### src/rtl/inst_fetch_queue.sv
// Instruction-fetch front end: drives the RAM2 controller IF port and buffers
// completed words, tagged with their PC, in a first-word-fall-through queue for decode.
module inst_fetch_queue #(
    parameter int          ADDR_W   = 18,
    parameter int          DATA_W   = 16,
    parameter int          DEPTH    = 4,
    parameter logic [15:0] RESET_PC = 16'h0000
) (
    input  logic                     clk,
    input  logic                     rst,
    input  logic                     redirect_valid,
    input  logic [15:0]              redirect_pc,
    input  logic                     id_ready,
    output logic                     out_valid,
    output logic [DATA_W-1:0]        out_inst,
    output logic [15:0]              out_pc,
    output logic                     need_to_work_if,
    output logic [ADDR_W-1:0]        mem_addr_if,
    input  logic                     if_work_done_out,
    input  logic [DATA_W-1:0]        if_result,
    output logic [$clog2(DEPTH):0]   occupancy,
    output logic [15:0]              fetched_cnt
);

    localparam int                PTR_W    = $clog2(DEPTH);
    localparam int                CNT_W    = PTR_W + 1;
    localparam logic [CNT_W-1:0]  FULL_CNT = CNT_W'(DEPTH);

    logic [CNT_W-1:0]  r_count;
    logic [PTR_W-1:0]  r_rd_ptr;
    logic [PTR_W-1:0]  r_wr_ptr;
    logic [15:0]       r_fetch_pc;
    logic [15:0]       r_fetched_cnt;
    logic              r_settle;
    logic [DATA_W-1:0] r_inst_mem [DEPTH];
    logic [15:0]       r_pc_mem   [DEPTH];

    logic w_need;
    logic w_accept;
    logic w_pop;

    // NOTE: every signal driven here gets a value on every path, so no latch is inferred.
    always_comb begin
        w_need   = !r_settle && (r_count != FULL_CNT);
        w_accept = w_need && if_work_done_out && !redirect_valid;
        w_pop    = (r_count != '0) && id_ready && !redirect_valid;
    end

    assign need_to_work_if = w_need;
    assign mem_addr_if     = ADDR_W'(r_fetch_pc);
    assign out_valid       = (r_count != '0);
    assign out_inst        = r_inst_mem[r_rd_ptr];
    assign out_pc          = r_pc_mem[r_rd_ptr];
    assign occupancy       = r_count;
    assign fetched_cnt     = r_fetched_cnt;

    // NOTE: sequential state uses non-blocking assignments so every register samples pre-edge values.
    always_ff @(posedge clk) begin
        if (rst) begin
            r_count       <= '0;
            r_rd_ptr      <= '0;
            r_wr_ptr      <= '0;
            r_fetch_pc    <= RESET_PC;
            r_fetched_cnt <= '0;
            r_settle      <= 1'b1;
        end else if (redirect_valid) begin
            // Flush wins over any same-cycle completion or pop.
            r_count    <= '0;
            r_rd_ptr   <= '0;
            r_wr_ptr   <= '0;
            r_fetch_pc <= redirect_pc;
            r_settle   <= 1'b1;
        end else begin
            r_settle <= 1'b0;
            if (w_accept) begin
                r_wr_ptr      <= r_wr_ptr + PTR_W'(1);
                r_fetch_pc    <= r_fetch_pc + 16'd1;
                r_fetched_cnt <= r_fetched_cnt + 16'd1;
            end
            if (w_pop) begin
                r_rd_ptr <= r_rd_ptr + PTR_W'(1);
            end
            case ({w_accept, w_pop})
                2'b10:   r_count <= r_count + CNT_W'(1);
                2'b01:   r_count <= r_count - CNT_W'(1);
                default: r_count <= r_count;
            endcase
        end
    end

    // NOTE: queue storage is not reset; r_count alone decides which entries are meaningful.
    always_ff @(posedge clk) begin
        if (w_accept) begin
            r_inst_mem[r_wr_ptr] <= if_result;
            r_pc_mem[r_wr_ptr]   <= r_fetch_pc;
        end
    end

endmodule

### config.mk
export PLATFORM = sky130hd
export DESIGN_NAME = inst_fetch_queue
export DESIGN_NICKNAME = d
export VERILOG_FILES = /design/src/rtl/inst_fetch_queue.sv
export SDC_FILE = /design/constraint.sdc
export NUM_CORES = 1
export LEC_CHECK = 0
export ABC_AREA = 1
export ABC_CLOCK_PERIOD_IN_PS = 3800
export CAP_MARGIN = 20
export CORE_MARGIN = 5
export CORE_UTILIZATION = 54
export DETAILED_ROUTE_END_ITERATION = 8
export PLACE_DENSITY_LB_ADDON = 0.08
export SETUP_SLACK_MARGIN = 0.2
export SLEW_MARGIN = 20
export SYNTH_ARGS = -nofsm -noshare
export SYNTH_HDL_FRONTEND = slang
export SYNTH_SLANG_ARGS = --single-unit
### constraint.sdc
create_clock -name clk -period 3.8 [get_ports clk]
set_clock_uncertainty 0.15 [all_clocks]
set_input_delay 0.38 -clock clk [delete_from_list [all_inputs] [get_ports clk]]
set_output_delay 0.38 -clock clk [all_outputs]
set_load 0.05 [all_outputs]
Word-level counts from Yosys, hierarchy flattened
Memory sizes are Yosys's and may differ from the RTL's. A register that Yosys moved wholly into a read port is not among the register bits.
Index checks and enable logic that the tools add are counted.
{"block": "op_classes", "bitwise_logic": 1, "n_eq_ne": 3, "addsub": 6, "reduce_logical": 12, "muxes": 10}
{"operator": "16-bit by 1-bit adder with 16-bit output (second input constant)", "count": 2}
{"operator": "16-bit 2-to-1 mux", "count": 2}
{"operator": "2-bit 2-to-1 mux", "count": 4}
{"operator": "3-bit one-hot mux with 2 select lines", "count": 1}
{"operator": "1-bit logical AND", "count": 5}
{"operator": "2-bit by 1-bit adder with 2-bit output (second input constant)", "count": 2}
{"operator": "2-bit nonzero test", "count": 2}
{"operator": "3-bit by 1-bit adder with 3-bit output (second input constant)", "count": 1}
{"operator": "1-bit 2-to-1 mux", "count": 3}
{"operator": "3-bit inequality test (second input constant)", "count": 1}
{"operator": "3-bit nonzero test", "count": 1}
{"operator": "3-bit by 1-bit subtractor with 3-bit output (second input constant)", "count": 1}
{"operator": "2-bit by 1-bit equality test with 1-bit output (second input constant)", "count": 1}
{"operator": "2-bit equality test (second input constant)", "count": 1}
{"operator": "1-bit logical NOT", "count": 2}
{"operator": "2-bit AND reduction", "count": 1}
{"operator": "2-bit OR reduction", "count": 1}
{"operator": "1-bit NOT", "count": 1}
{"block": "word_totals", "inputBits": 37, "word_cells": 40, "mem_bits_rw": 128, "regBits": 40, "mem_count": 2}
{"memory": "r_inst_mem", "words": 4, "width": 16, "read_ports": 1, "rd_ports_with_merged_regs": 1, "wr": 1, "line": "35", "rtl": "logic [DATA_W-1:0] r_inst_mem [DEPTH];"}
{"memory": "r_pc_mem", "words": 4, "width": 16, "read_ports": 1, "rd_ports_with_merged_regs": 1, "wr": 1, "line": "36", "rtl": "logic [15:0] r_pc_mem [DEPTH];"}

Logic depth before layout (Yosys ltp)
Gate-level depths: netlist of the first run.
{"block": "depth", "ltp_word": 6, "depth_mapped": 11}

Worst setup path before layout of the first run
No wires, ideal clock.
{"block": "synth_path", "path_type": "flip-flop to flip-flop", "start": "register r_count[1], in the netlist occupancy[1]", "end": "memory r_inst_mem[0][0], enable pin", "path_stages_with_launch": 6, "t_arrival_ns": 2.551, "n_path_buf": 1, "setup_ns": 0.421, "slack_ns": 0.678, "required_time_ns": 3.229, "cell_sequence": "dfxtp_1 > inv_2 > nand3_4 > nand4_4 > buf_6 > nor2_1"}
{"block": "synth_between", "elab_chain_len": 6}
{"element": "from (decl)", "line": "29", "rtl": "logic [CNT_W-1:0] r_count;"}
{"element": "from (signal assigned)", "line": "84", "rtl": "2'b10: r_count <= r_count + CNT_W'(1);"}
{"element": "from (signal assigned)", "line": "85", "rtl": "2'b01: r_count <= r_count - CNT_W'(1);"}
{"element": "from (signal assigned)", "line": "86", "rtl": "default: r_count <= r_count;"}
{"element": "3-bit inequality test", "line": "44", "rtl": "w_need = !r_settle && (r_count != FULL_CNT);"}
{"element": "1-bit logical AND", "line": "44"}
{"element": "1-bit logical AND (2 in series)", "line": "45", "rtl": "w_accept = w_need && if_work_done_out && !redirect_valid;"}
{"element": "1-bit 2-to-1 mux", "line": "93", "rtl": "if (w_accept) begin"}
{"element": "1-bit 2-to-1 mux (implied by the code)", "line": "94", "rtl": "r_inst_mem[r_wr_ptr] <= if_result;"}
{"element": "to (decl)", "line": "35"}
No other way between the ends.

==> out/results.ini, run 1 <==
[finish]
drive_gt1_share_pct=7.64
syn2layout_area_growth_pct=23.9
nFillCells=997
commonest_non_fill_non_tap_cells_in_the_layout=128 x edfxtp_1, 114 x nor2_1, 110 x nand2_1
finish.instance_area_um2=9000
finalNetCount=843
most_frequent_standard_cell_in_the_layout_excluding_fill_and_tap_cells=edfxtp_1
num_antenna_cells=0

[floorplan]
floorplan.die.height_um=126
starting_density_of_the_core_pct=55.1
placeableCoreArea_um2=13200
die_width_um=126
design.die.area_um2=15900
number_of_top_level_pins=108
row_count=42

[synthesis]
synth-seq-area-share_pct=64.5
synth_seq_cells=170
ys_dominant_reg_cell=edfxtp_1
synth-edff-count=128
yosys.cell_types.count=39
synth_area_um2=7260
synthCells=692
synth_async_sr_flop_share_pct=0
synthesis.yosys.warnings=0
syn_area_per_cell_um2=10.5

[timing]
fmax_mhz=319
fin_setup_tns_ns=0
final_max_slew_viol_count=0
layout_min_cycle_time_ns=3.13
setup-violations-final=0
timing.final.hold_violations=0
worst_case_headroom_to_the_max_slew_limit_pct=58.4
worst-slew-pin-transition_ns=0.625
finalCritPeriodShare_pct=82.4
rsz0062_at_grt=no

[place]
post-dp-hpwl_um=10500
placed_cell_area_um2=8480
buffer_ports.inserted=105
gpl.final_weighted_congestion=0.883

[global_route]
first_global_vias=5224
maximum_number_of_pins_on_one_net_before_global_route_repair=65
gr-total-overflow=0
grt_first_pass_wirelength_um=26400
initial_antenna_violation_count=0
grt_use_total_pct=20.9

[drt]
drtPass1Iterations=5
drc=0
via_count=5365
detail_route.wl_per_cell_um=16.8
finalWirelength_um=16600
post_detailed_route_count_of_antenna_violating_nets=0
drtIter0Drc=515
viasPerCell=5.44

[worst_setup_path]
critical-path-slowest-cell=clkdlybuf4s50_1
timing.critical_path.fanout_max=64
r2r.worst_path.cells=9
crit_chain=buf_4, o21ai_0, o22ai_1, clkdlybuf4s50_1
worst_ep_required_time_ns=3.27
worstSetupEndpointType=output pin
timing.critical_path.slowest_cell_delay_ns=0.85
timing_worst_setup_path_type=flop to output pin
setup.worst_path.start_class=flop
worst_ep_arrival_time_ns=2.60

[worst_hold_path]
worstHoldPathCells=2
hold_class=flop to flop

[clocking]
clock_tree.htree_level_count=4
cts_num_sinks=170
cts-root-buf=clkbuf_16
cts_post_setup_buffers_inserted=0
clock_insertion_delay_worst_skew_ns=0.42
clock_tree_from_tritoncts=yes
max-clock-path-buffers=2
worst_setup_hold_path_clk_slew_ns=0.06
numCtsBuffers=17
post_cts_resized=0
hold_buffers=0

[run_status]
outcome=complete, no violations

[power_and_ir_drop]
reported_leakage_power_uw=0.00303
power.ir.vdd_worst_mv=0.316
power-per-cell-area_nw_per_um2=426

[flow_run]
max_cap_viol_count=0

[cells in the mapped netlist (2+ instances only)]
library cell | count | area share, %
o21ai_0 | 82 | 5.7
a31oi_2 | 2 | 0.34
nor3_1 | 3 | 0.21
nand3_4 | 2 | 0.48
edfxtp_1 | 128 | 53
buf_4 | 3 | 0.31
nand2_2 | 2 | 0.17
nand3_2 | 4 | 0.55
clkbuf_1 | 17 | 0.88
dfxtp_1 | 42 | 12
o22ai_1 | 32 | 2.8
xor2_1 | 3 | 0.36
a21oi_2 | 3 | 0.36
ha_1 | 7 | 1.2
inv_1 | 42 | 2.2
nand2_1 | 110 | 5.7
o21a_1 | 2 | 0.21
nand4_1 | 9 | 0.78
inv_2 | 3 | 0.16
a31oi_1 | 2 | 0.17
a21oi_1 | 28 | 1.9
buf_6 | 4 | 0.62
xnor2_1 | 5 | 0.60
nand3_1 | 20 | 1.4
nor2_2 | 3 | 0.26
buf_2 | 4 | 0.28
nor2_1 | 118 | 6.1
[registers in the layout, summed over array words and instances, names as in the netlist, named ones only]
signal / cells
r_pc_mem: 64
r_wr_ptr: 2
occupancy: 3
r_inst_mem: 64
r_fetch_pc: 16
r_rd_ptr: 2
r_settle: 1
fetched_cnt: 16
[worst max-delay path: cells and delay by family (launching register included)]
| kind | cells | cell delay (ns) |
|---|---|---|
| compound gates | 2 | 0.47 |
| buf+inv | 2 | 1.32 |
| flops | 1 | 0.32 |
[per-layer routing]
layer  vias up  share of wire, %  global-route usage (%)
li1       2613                 -                       -
met4         0               1.5                    8.52
met1      2557                43                    26.8
met5         -                 0                       0
met2       174                49                    34.9
met3        21               5.6                    4.53
[layout make-up]
class,count,area (µm²),share of cell area (%)
flip-flops and latches,170,4690,52.1
repair buffers,116,1130,12.6
multi-input cells,447,2260,25.2
well taps,176,220,2.45
clock buffers,21,440,4.90
inverters,46,173,1.92
clock inverters,11,78.8,0.876
[where the power goes]
| group | total, µW | internal, µW | switching [µW] |
|---|---|---|---|
| registers | 2050 | 2020 | 31.3 |
| logic | 240 | 89.2 | 151 |
| clock network | 1540 | 885 | 657 |
[worst paths after layout]
kind                                           startpoint                         to  slack (ns)
worst max-delay path                                 flop                 out_pc[15]        0.67
worst min-delay path             r_rd_ptr[1]$_SDFFE_PP0P_                       flop        0.32
worst min register to register   r_rd_ptr[1]$_SDFFE_PP0P_                       flop        0.32
worst max register to register  occupancy[1]$_SDFFE_PP0P_  occupancy[1]$_SDFFE_PP0P_        1.48
[through the flow]
step | hold WS, ns | instances | setup slack, ns | power [µW] | utilization, %
final | 0.321 | 987 | 0.669 | 3830 | 68.2
after global routing | 0.356 | 987 | 0.584 | 3960 | 68.2
after CTS | 0.321 | 987 | 0.687 | 3860 | 68.2
after detailed placement | 0.312 | 955 | 1.03 | 2330 | 64.3
after global placement | 0.315 | 955 | 1.09 | 2320 | 64.3
after floorplan | 0.286 | 693 | 0.678 | 2220 | -
[cells by family (layout without fill, tap and decap cells)]
kind of cell / after synthesis / in the layout / synth area share (%)
flip-flops: 170 / 170 / 64.5
XOR/XNOR: 8 / 8 / 0.965
buffers and inverters: 76 / 194 / 4.79
AND/OR/NAND/NOR: 277 / 277 / 16.7
other: 1 / 2 / 0.0516
AO/OA/AOI/OAI: 152 / 152 / 11.5
adder cells (fa/ha/maj): 8 / 8 / 1.48
No activity file was read; power rests on OpenSTA's default activity.
==> run 2: changes to the inputs <==
ABC_CLOCK_PERIOD_IN_PS = 3200   (was 3800)
clock period = 3.2 ns   (was 3.8 ns; I/O delays follow)
==> run 2 against run 1 <==
Net effect: first-iteration DRC count down 13%; count of clock-buffer cells in the layout is 4 lower; core utilization stayed put; critical path depth unchanged; critical endpoint is now out_pc[5]; non-clock buffer count up 6; highest routed layer unchanged; flip-flop and latch count did not move; combinational power rose by 18%; final area unchanged; via count down 0.34%.
==> out/results.ini, run 2 (synthesis gave the netlist of run 1 again) <==
[worst_setup_path]
timing.critical_path.fanout_max=36  ; -44%
rr_startpoint=occupancy[2]$_SDFFE_PP0P_
setup.worst_path.start_class=flop
worstSetupEndpointType=output pin
critical_path.reg2reg.endpoint=occupancy[2]$_SDFFE_PP0P_
r2r.worst_path.cells=10  ; +1
worst_ep_arrival_time_ns=2.15  ; -0.45 ns
timing_worst_setup_path_type=flop to output pin
worstSetupEndpoint=out_pc[5]
reg2reg_slack_ns=0.96  ; -0.52 ns
worst_ep_required_time_ns=2.73  ; -0.54 ns

[clocking]
cts-root-buf=clkbuf_16
post_cts_resized=0  ; unchanged
cts_post_setup_buffers_inserted=0  ; unchanged
clock_insertion_delay_worst_skew_ns=0.43  ; about the same
max-clock-path-buffers=2  ; unchanged
clock_tree_from_tritoncts=yes
numCtsBuffers=17  ; unchanged
cts_num_sinks=170  ; unchanged
hold_buffers=0  ; unchanged
clock_tree.htree_level_count=4  ; unchanged
worst_setup_hold_path_clk_slew_ns=0.06  ; about the same

[finish]
syn2layout_area_growth_pct=23.9  ; unchanged
multiInputGateArea_um2=2260  ; unchanged
num_antenna_cells=0  ; unchanged
commonest_non_fill_non_tap_cells_in_the_layout=128 x edfxtp_1, 114 x nor2_1, 110 x nand2_1
layout_top_registers=r_inst_mem: 64 flops, r_pc_mem: 64 flops
drive_gt1_share_pct=13.5  ; +5.8 points
finalNetCount=849  ; +0.71%
nFillCells=993  ; -0.40%
number_of_cells_in_the_finished_layout_apart_from_fillers=993  ; +0.61%
most_frequent_standard_cell_in_the_layout_excluding_fill_and_tap_cells=edfxtp_1
regArea_um2=4690  ; unchanged

[drt]
detail_route.wl_per_cell_um=16.2  ; -3.5%
finalWirelength_um=16100  ; -2.9%
viasPerCell=5.38  ; -0.94%
drtPass1Iterations=5  ; unchanged
via_count=5347  ; -0.34%
drtIter0Drc=446  ; -13%
post_detailed_route_count_of_antenna_violating_nets=0  ; unchanged
drc=0  ; unchanged

[timing]
fin_setup_tns_ns=0  ; unchanged
fmax_mhz=381
worst-slew-pin-transition_ns=0.627  ; +0.00221 ns
worst_case_headroom_to_the_max_slew_limit_pct=58.1  ; -0.28 points
layout_min_cycle_time_ns=2.62
timing.final.hold_violations=0  ; unchanged
setup-violations-final=0  ; unchanged
finalCritPeriodShare_pct=82.0
rsz0062_at_grt=no
final_max_slew_viol_count=0  ; unchanged

[floorplan]
row_count=42  ; unchanged
starting_density_of_the_core_pct=55.1  ; unchanged
floorplan.die.height_um=126  ; unchanged
die_width_um=126  ; unchanged
placeableCoreArea_um2=13200  ; unchanged
design.die.area_um2=15900  ; unchanged
number_of_top_level_pins=108  ; unchanged

[flow_run]
max_cap_viol_count=0  ; unchanged

[power_and_ir_drop]
netSwitchingPower_uw=1050  ; +25%
reported_leakage_power_uw=0.00309  ; +2.1%
combinationalPowerShare_pct=6.1  ; -0.2 points
power-per-cell-area_nw_per_um2=513  ; +20%
power_frac_clock_pct=41.2  ; +0.9 points
power_switching_share_pct=22.7  ; +0.83 points
power.ir.vdd_worst_mv=0.305  ; -3.4%
power_report.internal_total_uw=3560  ; +19%
seqPwrFrac_pct=52.7  ; -0.8 points

[global_route]
maximum_number_of_pins_on_one_net_before_global_route_repair=37  ; -43%
initial_antenna_violation_count=0  ; unchanged
gr-total-overflow=0  ; unchanged
grt_first_pass_wirelength_um=26000  ; -1.5%
grt_use_total_pct=20.7  ; -0.22 points
first_global_vias=5138  ; -1.6%

[place]
buffer_ports.inserted=105  ; unchanged
post-place-cells=961  ; +0.63%
gpl.final_weighted_congestion=0.817  ; -7.4%
post-dp-hpwl_um=10700  ; +1.5%

[run_status]
outcome=complete, no violations

[worst_hold_path]
hold_class=flop to flop

## run 2: changes by cell type in the layout (fill, tap and decap cells not counted)
cell,delta
clkinvlp_4,+6
clkinvlp_2,-1
clkinv_1,-6
clkinv_2,+3
clkbuf_1,-4
buf_4,+38
clkdlybuf4s50_1,-32
clkinv_4,+2
## run 2: worst min-delay path by stage
| stage | slack (ns) | from | depth (start not counted) | end |
|---|---|---|---|---|
| detailed placement | 0.30 | r_rd_ptr[1]$_SDFFE_PP0P_ | 2 | r_rd_ptr[1]$_SDFFE_PP0P_ |
| finish | 0.31 | r_rd_ptr[1]$_SDFFE_PP0P_ | 2 | r_rd_ptr[1]$_SDFFE_PP0P_ |
| global placement | 0.30 | r_rd_ptr[1]$_SDFFE_PP0P_ | 2 | r_rd_ptr[1]$_SDFFE_PP0P_ |
| global route | 0.34 | r_rd_ptr[1]$_SDFFE_PP0P_ | 2 | flop |
| floorplan | 0.27 | if_result[0] | 0 | r_inst_mem[0][0]$_DFFE_PP_ |
| CTS | 0.31 | r_rd_ptr[1]$_SDFFE_PP0P_ | 2 | r_rd_ptr[1]$_SDFFE_PP0P_ |
## run 2: routing by layer
| metal | GRT usage (%) | vias to the layer above | part of all wire [%] |
|---|---|---|---|
| li1 | - | 2622 | - |
| met1 | 27.2 | 2546 | 44 |
| met2 | 33.4 | 160 | 48 |
| met3 | 5.08 | 19 | 5.5 |
| met4 | 8.20 | 0 | 1.9 |
| met5 | 0 | - | 0 |
## run 2: layout make-up
type                    count  share of cell area (%)
inverters                  46                    1.92
clock inverters            15                    1.43
flip-flops and latches    170                    52.1
well taps                 176                    2.45
multi-input cells         447                    25.2
clock buffers              17                    4.73
repair buffers            122                    12.2
## run 2: stage by stage
| step | setup slack, ns | total power, µW | hold WS, ns | area, µm² | utilization [%] |
|---|---|---|---|---|---|
| 3_5_place_dp | 0.620 | 2760 | 0.305 | 8440 | 64.0 |
| 2_1_floorplan | 0.0775 | 2630 | 0.269 | 7270 | - |
| 6_report | 0.577 | 4610 | 0.311 | 9000 | 68.2 |
| 3_3_place_gp | 0.673 | 2760 | 0.300 | 8440 | 64.0 |
| 5_1_grt | 0.396 | 4780 | 0.343 | 9000 | 68.2 |
| 4_1_cts | 0.568 | 4640 | 0.314 | 9000 | 68.2 |
## run 2: worst max-delay path, stage by stage (launching register included)
cell and delay [ns]:
dfxtp_2 0.64, buf_4 0.42, o21ai_0 0.15, o22ai_1 0.24, buf_4 0.25
## run 2: power groups by stage
stage / registers [µW] / clock network (µW) / logic [µW]
after floorplan: 2510 / 0 / 123
after global placement: 2480 / 0 / 279
after detailed placement: 2480 / 0 / 282
after CTS: 2430 / 1920 / 284
after global routing: 2430 / 2050 / 302
final: 2430 / 1900 / 282
==> run 3: changes to the inputs <==
ABC_CLOCK_PERIOD_IN_PS = 2100   (was 3200)
CORE_UTILIZATION = 49   (was 54)
clock period = 2.1 ns   (was 3.2 ns; I/O delays follow)
==> run 3 against run 2 <==
Net effect: the flow now finishes with violations (setup timing); critical path type unchanged; first-iteration DRC count up 2.9%; register-to-register slack got worse by 0.84 ns; count of clock-buffer cells in the layout rose by 3; wire length up 26%; combinational power is 74% higher; core utilization up 2.7 points; flip-flop and latch count unchanged; final cell count up 4.5%; global-route usage is 2.6 points higher; critical path depth increased by 2; sequential power increased by 52%; largest cell class unchanged; clock power up 49%.
==> out/results.ini, run 3 (synthesis gave the netlist of run 1 again) <==
[worst_setup_path]
setup.worst_path.start_class=flop
worst_ep_arrival_time_ns=1.76  ; -0.39 ns
worstSetupEndpointType=output pin
worst_ep_required_time_ns=1.74  ; -0.99 ns
timing.critical_path.fanout_max=16  ; -56%
timing_worst_setup_path_type=flop to output pin

[clocking]
clock_tree_from_tritoncts=yes
cts-root-buf=clkbuf_16
cts_num_sinks=170  ; unchanged
worst_setup_hold_path_clk_slew_ns=0.06  ; about the same
clock_tree.htree_level_count=4  ; unchanged
max-clock-path-buffers=2  ; unchanged
numCtsBuffers=17  ; unchanged
clock_insertion_delay_worst_skew_ns=0.42  ; about the same
hold_buffers=0  ; unchanged

[floorplan]
number_of_top_level_pins=108  ; unchanged
die_width_um=132  ; +4.6%
row_count=44  ; +4.8%
floorplan.die.height_um=132  ; +4.6%
design.die.area_um2=17400  ; +9.4%
starting_density_of_the_core_pct=50.0  ; -5.1 points
placeableCoreArea_um2=14500  ; +10%

[power_and_ir_drop]
power-per-cell-area_nw_per_um2=680  ; +33%
totalPowerFinal_uw=7010  ; +52%
reported_leakage_power_uw=0.00371  ; +20%
power.ir.vdd_worst_mv=0.513  ; +68%

[global_route]
initial_antenna_violation_count=0  ; unchanged
maximum_number_of_pins_on_one_net_before_global_route_repair=33  ; -11%
grt_first_pass_wirelength_um=32000  ; +23%
first_global_vias=5923  ; +15%
grt_use_total_pct=23.3  ; +2.6 points
gr-total-overflow=0  ; unchanged

[drt]
detail_route.wl_per_cell_um=19.5  ; +21%
drtPass1Iterations=5  ; unchanged
via_count=5842  ; +9.3%
finalWirelength_um=20300  ; +26%
post_detailed_route_count_of_antenna_violating_nets=0  ; unchanged
drtIter0Drc=459  ; +2.9%
viasPerCell=5.63  ; +4.5%
drc=0  ; unchanged

[timing]
fmax_mhz=471
layout_min_cycle_time_ns=2.12
finalCritPeriodShare_pct=101
final_max_slew_viol_count=0  ; unchanged
timing.final.hold_violations=0  ; unchanged
worst_case_headroom_to_the_max_slew_limit_pct=65.5  ; +7.4 points
worst-slew-pin-transition_ns=0.520  ; -0.107 ns
setup-violations-final=1  ; +1
final.setup.worst_slack_ns=-0.0241  ; -0.602 ns
rsz0062_at_grt=yes

[finish]
layout_top_registers=r_inst_mem: 64 flops, r_pc_mem: 64 flops
num_antenna_cells=0  ; unchanged
syn2layout_area_growth_pct=41.8
drive_gt1_share_pct=31.5  ; +18 points
finish.instance_area_um2=10300  ; +15%
commonest_non_fill_non_tap_cells_in_the_layout=128 x edfxtp_1, 110 x nand2_1, 73 x nor2_1
most_frequent_standard_cell_in_the_layout_excluding_fill_and_tap_cells=edfxtp_1
finalCoreUtilization_pct=70.9  ; +2.7 points
finalNetCount=888  ; +4.6%

[place]
placed_cell_area_um2=8870  ; +5.1%
buffer_ports.inserted=105  ; unchanged
gpl.final_weighted_congestion=0.822  ; +0.65%
post-dp-hpwl_um=11600  ; +8.8%

[worst_hold_path]
hold_class=input pin to flop

[run_status]
outcome=complete, but fails checks
violations=setup timing

[flow_run]
max_cap_viol_count=0  ; unchanged

==> run 3: where the power goes <==
part / switching, µW / internal [µW] / leakage (µW)
clock: 1230 / 1600 / 0.000248
sequential: 44.0 / 3640 / 0.00150
combinational: 303 / 188 / 0.00197
total: 1580 / 5430 / 0.00371
==> run 3: worst max-delay path, cell delays in order (launching register included) <==
cell and delay (ns):
dfxtp_4 0.45, clkinv_8 0.11, buf_12 0.15, buf_16 0.16
o21ai_4 0.18, o22ai_4 0.11, buf_6 0.17
==> run 3: timing repair <==
action | CTS | global route
setup endpoints to repair | 59 | 34
setup buffers | 9 | 3
cloned | 10 | 0
pin swaps | 27 | 14
gates resized for setup | 152 | 73
==> run 3: per-stage QoR <==
stage | hold WS (ns) | setup TNS, ns | instances | setup slack (ns)
6_report | 0.221 | -0.0241 | 1038 | -0.0241
5_1_grt | 0.226 | -0.224 | 1038 | -0.0634
4_1_cts | 0.214 | 0 | 1035 | 0.0226
3_5_place_dp | 0.315 | -0.221 | 986 | -0.146
3_3_place_gp | 0.295 | -0.0934 | 986 | -0.0686
2_1_floorplan | 0.159 | -0.581 | 693 | -0.306
==> run 3: metal layers <==
layer / wire [µm] / up-vias / part of all wire [%] / track usage [%]
met1: 8480 / 2893 / 42 / 28.9
met2: 10400 / 214 / 51 / 40.7
li1: - / 2711 / - / -
met5: 0 / - / 0 / 0
met4: 268 / 0 / 1.3 / 7.03
met3: 1100 / 24 / 5.4 / 5.31
==> run 3: final timing paths <==
kind                             startpoint                         end  slack (ns)  depth (start not counted)
setup / recovery                       flop                   out_pc[6]       -0.02                          6
hold / removal               redirect_pc[1]  r_fetch_pc[1]$_SDFFE_PP0P_        0.22                          3
hold reg to reg   occupancy[2]$_SDFFE_PP0P_   occupancy[2]$_SDFFE_PP0P_        0.31                          1
setup reg to reg  occupancy[1]$_SDFFE_PP0P_   occupancy[2]$_SDFFE_PP0P_        0.12                         11
==> run 3: cell type report <==
class,count,area (µm²)
sequential,170,4710
fill,1051,4230
multi-input combinational,447,2810
timing repair buffer,161,1850
clock buffer,20,437
tap,184,230
inverter,46,193
clock inverter,10,80.1
